--- src/rtl/dii_package.sv ---
// Shared types for the DII flit interface.
package dii_package;

    localparam int DII_DATA_W = 16;

    // One flit on the wire: handshake valid, end-of-packet marker, payload.
    typedef struct packed {
        logic                  valid;
        logic                  last;
        logic [DII_DATA_W-1:0] data;
    } dii_flit;

endpackage

--- src/rtl/dii_pkt_buffer.sv ---
// Flit FIFO between two DII ports. With FULLPACKET=1 the output is held back
// until a complete packet is stored (or the buffer is full, so packets longer
// than the buffer still make progress); with FULLPACKET=0 it is cut-through.
// BUF_SIZE must be a power of two (>= 2) so the pointers wrap naturally.
// There is no empty bypass: a flit is visible on the output one cycle after
// it is written. All outputs are decoded from flops only.
module dii_pkt_buffer
    import dii_package::*;
#(
    parameter int BUF_SIZE   = 4,
    parameter int FULLPACKET = 1
) (
    input  logic                            clk,
    input  logic                            rst,
    input  dii_flit                         flit_in,
    output logic                            flit_in_ready,
    output dii_flit                         flit_out,
    input  logic                            flit_out_ready,
    output logic [$clog2(BUF_SIZE+1)-1:0]   packet_count
);

    localparam int PTR_W = $clog2(BUF_SIZE);
    localparam int CNT_W = $clog2(BUF_SIZE + 1);
    localparam int ENT_W = DII_DATA_W + 1;

    localparam logic [CNT_W-1:0] FULL_OCC = CNT_W'(BUF_SIZE);
    localparam logic [CNT_W-1:0] CNT_ONE  = CNT_W'(1);
    localparam logic [CNT_W-1:0] CNT_ZERO = CNT_W'(0);
    localparam logic [PTR_W-1:0] PTR_ONE  = PTR_W'(1);

    // Storage: {last, data} per entry, never reset (contents behind the
    // pointers are simply ignored after a reset).
    logic [ENT_W-1:0] mem_q [BUF_SIZE];

    logic [PTR_W-1:0] wr_ptr_q, wr_ptr_d;
    logic [PTR_W-1:0] rd_ptr_q, rd_ptr_d;
    logic [CNT_W-1:0] occ_q,    occ_d;
    logic [CNT_W-1:0] pkt_q,    pkt_d;

    logic             full_s;
    logic             empty_s;
    logic             out_valid_s;
    logic             wr_en_s;
    logic             rd_en_s;
    logic [ENT_W-1:0] head_s;
    logic [ENT_W-1:0] wr_data_s;

    // Status decode and output-release rule from the registered state.
    always_comb begin
        full_s  = (occ_q == FULL_OCC);
        empty_s = (occ_q == CNT_ZERO);
        if (empty_s) begin
            out_valid_s = 1'b0;
        end else if (FULLPACKET != 0) begin
            // Release only whole packets, unless the buffer is jammed full
            // with part of a packet that will never fit.
            out_valid_s = (pkt_q != CNT_ZERO) || full_s;
        end else begin
            out_valid_s = 1'b1;
        end
    end

    // Handshakes: ready depends only on stored occupancy, so a read in the
    // same cycle does not open a slot for a write while full.
    always_comb begin
        flit_in_ready = !full_s;
        wr_en_s       = flit_in.valid && !full_s;
        rd_en_s       = out_valid_s && flit_out_ready;
        wr_data_s     = {flit_in.last, flit_in.data};
        head_s        = mem_q[rd_ptr_q];
    end

    // Output flit: head entry when valid, all-zero otherwise.
    always_comb begin
        if (out_valid_s) begin
            flit_out = {1'b1, head_s};
        end else begin
            flit_out = '0;
        end
        packet_count = pkt_q;
    end

    // Next-state for pointers, occupancy and complete-packet count.
    always_comb begin
        wr_ptr_d = wr_ptr_q;
        rd_ptr_d = rd_ptr_q;
        occ_d    = occ_q;
        pkt_d    = pkt_q;

        if (wr_en_s) begin
            wr_ptr_d = wr_ptr_q + PTR_ONE;
        end else begin
            wr_ptr_d = wr_ptr_q;
        end

        if (rd_en_s) begin
            rd_ptr_d = rd_ptr_q + PTR_ONE;
        end else begin
            rd_ptr_d = rd_ptr_q;
        end

        case ({wr_en_s, rd_en_s})
            2'b10:   occ_d = occ_q + CNT_ONE;
            2'b01:   occ_d = occ_q - CNT_ONE;
            default: occ_d = occ_q;
        endcase

        // A packet completes when its last flit is written and leaves when
        // its last flit is read; both together cancel out.
        case ({wr_en_s && flit_in.last, rd_en_s && head_s[ENT_W-1]})
            2'b10:   pkt_d = pkt_q + CNT_ONE;
            2'b01:   pkt_d = pkt_q - CNT_ONE;
            default: pkt_d = pkt_q;
        endcase
    end

    // Control state registers with synchronous reset.
    always_ff @(posedge clk) begin
        if (rst) begin
            wr_ptr_q <= '0;
            rd_ptr_q <= '0;
            occ_q    <= '0;
            pkt_q    <= '0;
        end else begin
            wr_ptr_q <= wr_ptr_d;
            rd_ptr_q <= rd_ptr_d;
            occ_q    <= occ_d;
            pkt_q    <= pkt_d;
        end
    end

    // Storage write; flits offered while reset is high are dropped.
    always_ff @(posedge clk) begin
        if (!rst && wr_en_s) begin
            mem_q[wr_ptr_q] <= wr_data_s;
        end
    end

endmodule

--- config.mk ---
export PLATFORM = sky130hd
export DESIGN_NAME = dii_pkt_buffer
export DESIGN_NICKNAME = d
export VERILOG_FILES = /design/src/rtl/dii_package.sv /design/src/rtl/dii_pkt_buffer.sv
export SDC_FILE = /design/constraint.sdc
export NUM_CORES = 1
export LEC_CHECK = 0
export ABC_AREA = 0
export CAP_MARGIN = 20
export CORE_MARGIN = 1.5
export CORE_UTILIZATION = 40
export CTS_CLUSTER_DIAMETER = 200
export CTS_CLUSTER_SIZE = 10
export DETAILED_ROUTE_END_ITERATION = 12
export GPL_TIMING_DRIVEN = 1
export PLACE_DENSITY_LB_ADDON = 0.25
export SYNTH_ARGS = -nofsm -noshare
export SYNTH_HDL_FRONTEND = slang
export SYNTH_SLANG_ARGS = --single-unit
--- constraint.sdc ---
create_clock -name clk -period 2.4 [get_ports clk]
set_clock_uncertainty 0.15 [all_clocks]
set_input_delay 0.48 -clock clk [delete_from_list [all_inputs] [get_ports clk]]
set_output_delay 0.48 -clock clk [all_outputs]
set_load 0.005 [all_outputs]
### Yosys cells after proc, flatten, opt, wreduce, memory -nomap -nowiden

Memories as Yosys holds them, arrays and structs flattened. A register that Yosys moved wholly into a read port is not among the register bits.
Cells that the tools add are included.

| storage, ports and cells | value |
|---|---|
| bits in latches | 0 |
| word-level logic and storage cells | 36 |
| bits of input ports | 21 |
| register bits | 10 |
| memories | 1 |
| output and inout port bits | 22 |
| bits in read-only memories | 0 |
| bits in writable memories | 68 |

| operators by class | value |
|---|---|
| mux-type cells | 8 |
| shifts and indexed selects | 0 |
| add/sub/neg operators | 6 |
| reduce and logical (&&, ||, !) cells | 12 |
| bitwise operators | 0 |
| equality and inequality tests | 5 |
| divide/modulo/power cells | 0 |
| multiply operators | 0 |
| order comparisons | 0 |

Memory list:

| memory | depth | width | read ports | clocked after Yosys merged registers in | wr ports | RTL line | text |
|---|---|---|---|---|---|---|---|
| mem_q | 4 | 17 | 1 | 1 | 1 | dii_pkt_buffer.sv:33 | `logic [ENT_W-1:0] mem_q [BUF_SIZE];` |

Operators with widths:

| kind | count |
|---|---|
| $mux 18 | 1 |
| $pmux 3 s2 | 2 |
| $add 3x1->3 const B | 2 |
| $sub 3x1->3 const B | 2 |
| $logic_and 1x1->1 | 5 |
| $add 2x1->2 const B | 2 |
| $eq 2x1->1 const B | 2 |
| $eq 2x2->1 const B | 2 |
| $mux 2 | 2 |
| $reduce_bool 2->1 | 2 |
| $eq 3x3->1 const B | 1 |
| $logic_not 3->1 | 1 |
| $mux 1 | 3 |
| $reduce_bool 3->1 | 1 |
| $logic_not 1->1 | 2 |
| $logic_or 1x1->1 | 1 |

### Logic depth before layout (Yosys ltp)

| depth | value |
|---|---|
| word-level depth | 7 |
| gate-level depth with buffers | 9 |
| mapped depth without buffers | 9 |

### Least setup slack after synthesis

OpenSTA, ideal clock, no wires.

| timing path | value |
|---|---|
| path kind | register to register |
| start | register occ_q[0] |
| end | memory mem_q[1][0] in the netlist's numbering, enable pin |
| clock period less this slack | 2,638 ps |
| path slack | -238 ps |
| required time | 1,834 ps |
| data arrival time | 2,071 ps |
| path buffers | 0 |
| stages on the path, launching flop included | 5 |
| library setup time | 416 ps |
| cell sequence | dfxtp_1 > nor3b_1 > inv_1 > nand2_1 > nor3b_1 |

| on the way | value |
|---|---|
| longest elaborated chain between the ends | 6 |

RTL lines:

| element | RTL line | text |
|---|---|---|
| start: declaration | dii_pkt_buffer.sv:37 | `logic [CNT_W-1:0] occ_q, occ_d;` |
| start signal: assignment | dii_pkt_buffer.sv:122 | `occ_q <= '0;` |
| start signal: assignment | dii_pkt_buffer.sv:127 | `occ_q <= occ_d;` |
| $eq 3x3->1 | dii_pkt_buffer.sv:50 | `full_s = (occ_q == FULL_OCC);` |
| $logic_not 1->1 | - |  |
| via flit_in_ready | dii_pkt_buffer.sv:16 | `output logic flit_in_ready,` |
| $logic_and 1x1->1 | dii_pkt_buffer.sv:67 | `wr_en_s = flit_in.valid && !full_s;` |
| $logic_and 1x1->1 | dii_pkt_buffer.sv:134 | `if (!rst && wr_en_s) begin` |
| $mux 1 | dii_pkt_buffer.sv:134 |  |
| $mux 1 (not written as such) | dii_pkt_buffer.sv:135 | `mem_q[wr_ptr_q] <= wr_data_s;` |
| end: declaration | dii_pkt_buffer.sv:33 |  |

The timed path passes the listed nets, and every way through them passes these cells.

==> impl_summary.md <==
Timing
The minimum period implied by the final worst setup slack is 2460 ps. The pin slew with the least headroom to its limit is 427 ps. Setup violations remaining at the end of the flow were counted as 4. In the final timing run, aggregate negative setup slack is -136 ps.

The relative slew slack is 71.3%. The count of pins over their slew limit is 0. The number of hold-slack violations in the final timing report is 0.

Setup repair after global routing could not meet its margin everywhere. After layout, the worst setup slack is -65.0 ps. In the finished design, the share of the clock period the worst path needs comes to 103%. The maximum clock frequency is 0.406 GHz.

Final layout
Relative to the synthesized area, the layout overhead comes to 38.0%. In the final layout, the share of cells above drive strength 1 is 44.8%. The finished layout holds 388 standard cells, fillers aside. The total of fill cells in the finished design is 648. The net count reported at finish is 310.

0 antenna diodes ended up in the layout.

Power and ir drop
The power density normalized to cell area is 1040 mW/mm². Across the VDD grid, the largest voltage drop is 672 µV. In this run the static leakage power is 1.63 nW.

Detailed routing
The final layout contains routed wiring with a total length of 6260 µm. The DRC violation count after routing is 0. The first detailed-routing pass ran for 3 iterations. Using the TritonRoute via totals, the vias-per-cell ratio works out to 4.91. The remaining antenna violation count is 0. The via count is 1,907. In the final routed layout, each cell accounts on average for 16.1 µm. After the first detailed-routing iteration, the DRC count stood at 115.

Synthesis
In this run, distinct cell masters in the synthesized netlist total 28. The Yosys step of the flow raised 0 warnings. The post-synthesis net count is 215. In this run the mean area of a mapped cell was 17.7 µm². The gate count after technology mapping is 186. The total of flip-flops plus latches after synthesis is 80. The cell area after synthesis is 0.00330 mm². Sequential elements use 69.2% of the synthesized area.

Global route
The maximum number of pins on one net before global-route repair is 15. The residual overflow from global routing is 0. The via count of the first global-routing pass is 1,984. The first global-routing pass estimated 10,000 µm of wire. The number of antenna violations at the first check in global routing was 0.

The global-route usage over all layers is 15.7%.

Critical path
The highest net fanout along the worst path is 4. The worst setup path is captured at a flip-flop. The path type of the worst setup path is reg2reg. The launching element type of the critical path is a flip-flop. The worst path arrival time is 2600 ps.

The required time of the critical path is 2530 ps.

Clock network
The tree built by TritonCTS fans out to 80 sinks. The master cell of the clock root buffer is clkbuf_8. Buffers inserted during clock tree synthesis total 9. The number of H-tree branching levels is 3. The maximum buffer depth of the clock tree is 2. TritonCTS built the clock tree. After clock tree synthesis, the clock-pin slew on the worst setup and hold paths is 80 ps. After clock tree synthesis, the flow added hold-fix buffers numbering 0. For the worst-skew pair, the clock arrives at the later sink with an insertion delay of 350 ps.

Floorplanning
The horizontal extent of the die is 93.8 µm. The number of top-level design ports is 43. The core footprint is 0.00785 mm². The starting density of the core is 42.0%. The height of the die is 93.8 µm. The die covers 0.00880 mm². After floorplanning, the core was divided into 32 placement rows.

Status
The checks that failed: setup timing. The flow ran to the end, but the final reports show violations.

Placed design
After detailed placement, the design holds a cell count of 350. Summed over all nets, the half-perimeter wirelength after detailed placement is 3870 µm. In this run the tool buffered the top-level ports with 42 buffer cells. The last weighted congestion value of the routability-driven placer is 0.678.

Job
The number of max-capacitance violations reported is 0.

Worst hold path
The worst hold path class is reg2reg.
[report_power, final]
group          internal, mW  leakage, nW  switching (mW)
Combinational          1.39        0.829           0.775
Clock                 0.379       0.0789           0.482
Sequential             1.63        0.719          0.0775
[critical path: stages (launching register included)]
cell and delay [ps]:
dfxtp_4 430, buf_6 120, mux4_2 510, buf_6 140, and2_4 150, ha_4 150, inv_2 60, fa_2 190
xor2_1 70, or3_1 310, a21oi_1 120
[area by class of cell]
cell class	instances	area, µm²	area share (%)
flip-flops and latches	80	2300	50.5
multi-input cells	88	980	21.5
repair buffers	91	933	20.5
clock buffers	10	128	2.80
well taps	102	128	2.80
clock inverters	6	45.0	0.990
inverters	11	41.3	0.907
[state kept, by name, summed over array words and instances (netlist names), named ones only]
name	cells
mem_q	68
occ_q	3
packet_count	3
rd_ptr_q	2
wr_ptr_q	2
[synth_stat cells]
library cell,number,area (µm²)
a211oi_1,1,7.51
a21oi_1,6,30.0
a21oi_2,2,17.5
and2_1,18,113
buf_12,1,20.0
buf_2,2,10.0
buf_4,2,15.0
buf_6,1,11.3
clkbuf_1,1,3.75
dfxtp_1,12,240
edfxtp_1,68,2040
fa_1,2,40.0
ha_1,6,75.1
inv_1,11,41.3
mux2_2,3,33.8
mux4_1,7,184
mux4_2,10,225
nand2_1,1,3.75
nand3_1,3,15.0
nor2_1,9,33.8
nor2b_1,1,6.26
nor3_1,2,10.0
nor3b_1,5,37.5
o21ai_0,4,20.0
o31ai_1,1,7.51
or2_1,1,6.26
or3_1,2,12.5
xor2_1,4,35.0
[repair_timing]
item	4_1_cts	5_1_grt
gates resized for setup	104	17
gates cloned	2	0
buffers inserted	22	0
endpoints found under the setup margin	20	20
pin swaps	22	7
endpoints found under the hold margin	0	0
[cells by family (layout without fill, tap and decap cells)]
kind of cell / Yosys count / in the layout / synth area share (%)
AO/OA/AOI/OAI: 14 / 14 / 2.51
XOR/XNOR: 4 / 4 / 1.06
adder cells (fa/ha/maj): 8 / 8 / 3.49
buffers and inverters: 18 / 118 / 3.07
flip-flops: 80 / 80 / 69.2
multiplexers: 20 / 20 / 13.4
AND/OR/NAND/NOR: 42 / 42 / 7.21
[placed cells by master, fill, tap and decap left out, types with 3 or more instances in the layout]
master and count:
buf_4 29, nor3b_2 5, and2_1 9, o21ai_0 4, and2_4 9, ha_1 5
buf_12 7, dfxtp_1 7, a21oi_1 5, buf_6 17, mux2_2 3, buf_2 6
nand3_1 3, nor2_1 8, clkinvlp_4 3, inv_1 10, mux4_2 17, clkbuf_8 9
xor2_1 4, dfxtp_4 3, clkdlybuf4s50_1 24, edfxtp_1 68
[metal layers]
layer  vias up  track usage [%]  share of wire (%)
li1        896                -                  -
met1       960             19.2                 42
met2        42             26.8                 53
met3         9             3.16                3.7
met4         0             7.21                1.5
met5         -                0                  0
[path summary, 6_finish.rpt]
| kind | from | endpoint | slack [ps] | cells after the start |
|---|---|---|---|---|
| setup / recovery | flip-flop | packet_count[2] | -60 | 10 |
| hold / removal | packet_count[2] | packet_count[2] | 370 | 2 |
| setup reg to reg | flip-flop | packet_count[2] | -60 | 10 |
| hold reg to reg | packet_count[2] | packet_count[2] | 370 | 2 |
[metrics by stage]
step	hold WS (ps)	worst slack (ps)	power (mW)	cell area (µm²)	util, %
floorplan	330	-238	2.50	3300	-
global placement	345	-270	3.23	4080	52.0
detailed placement	354	-322	3.24	4080	52.0
CTS	373	-53.4	4.69	4520	57.6
global route	416	-120	4.98	4550	58.0
finish	374	-65.0	4.74	4550	58.0
Power figures use the tool's default switching activity.
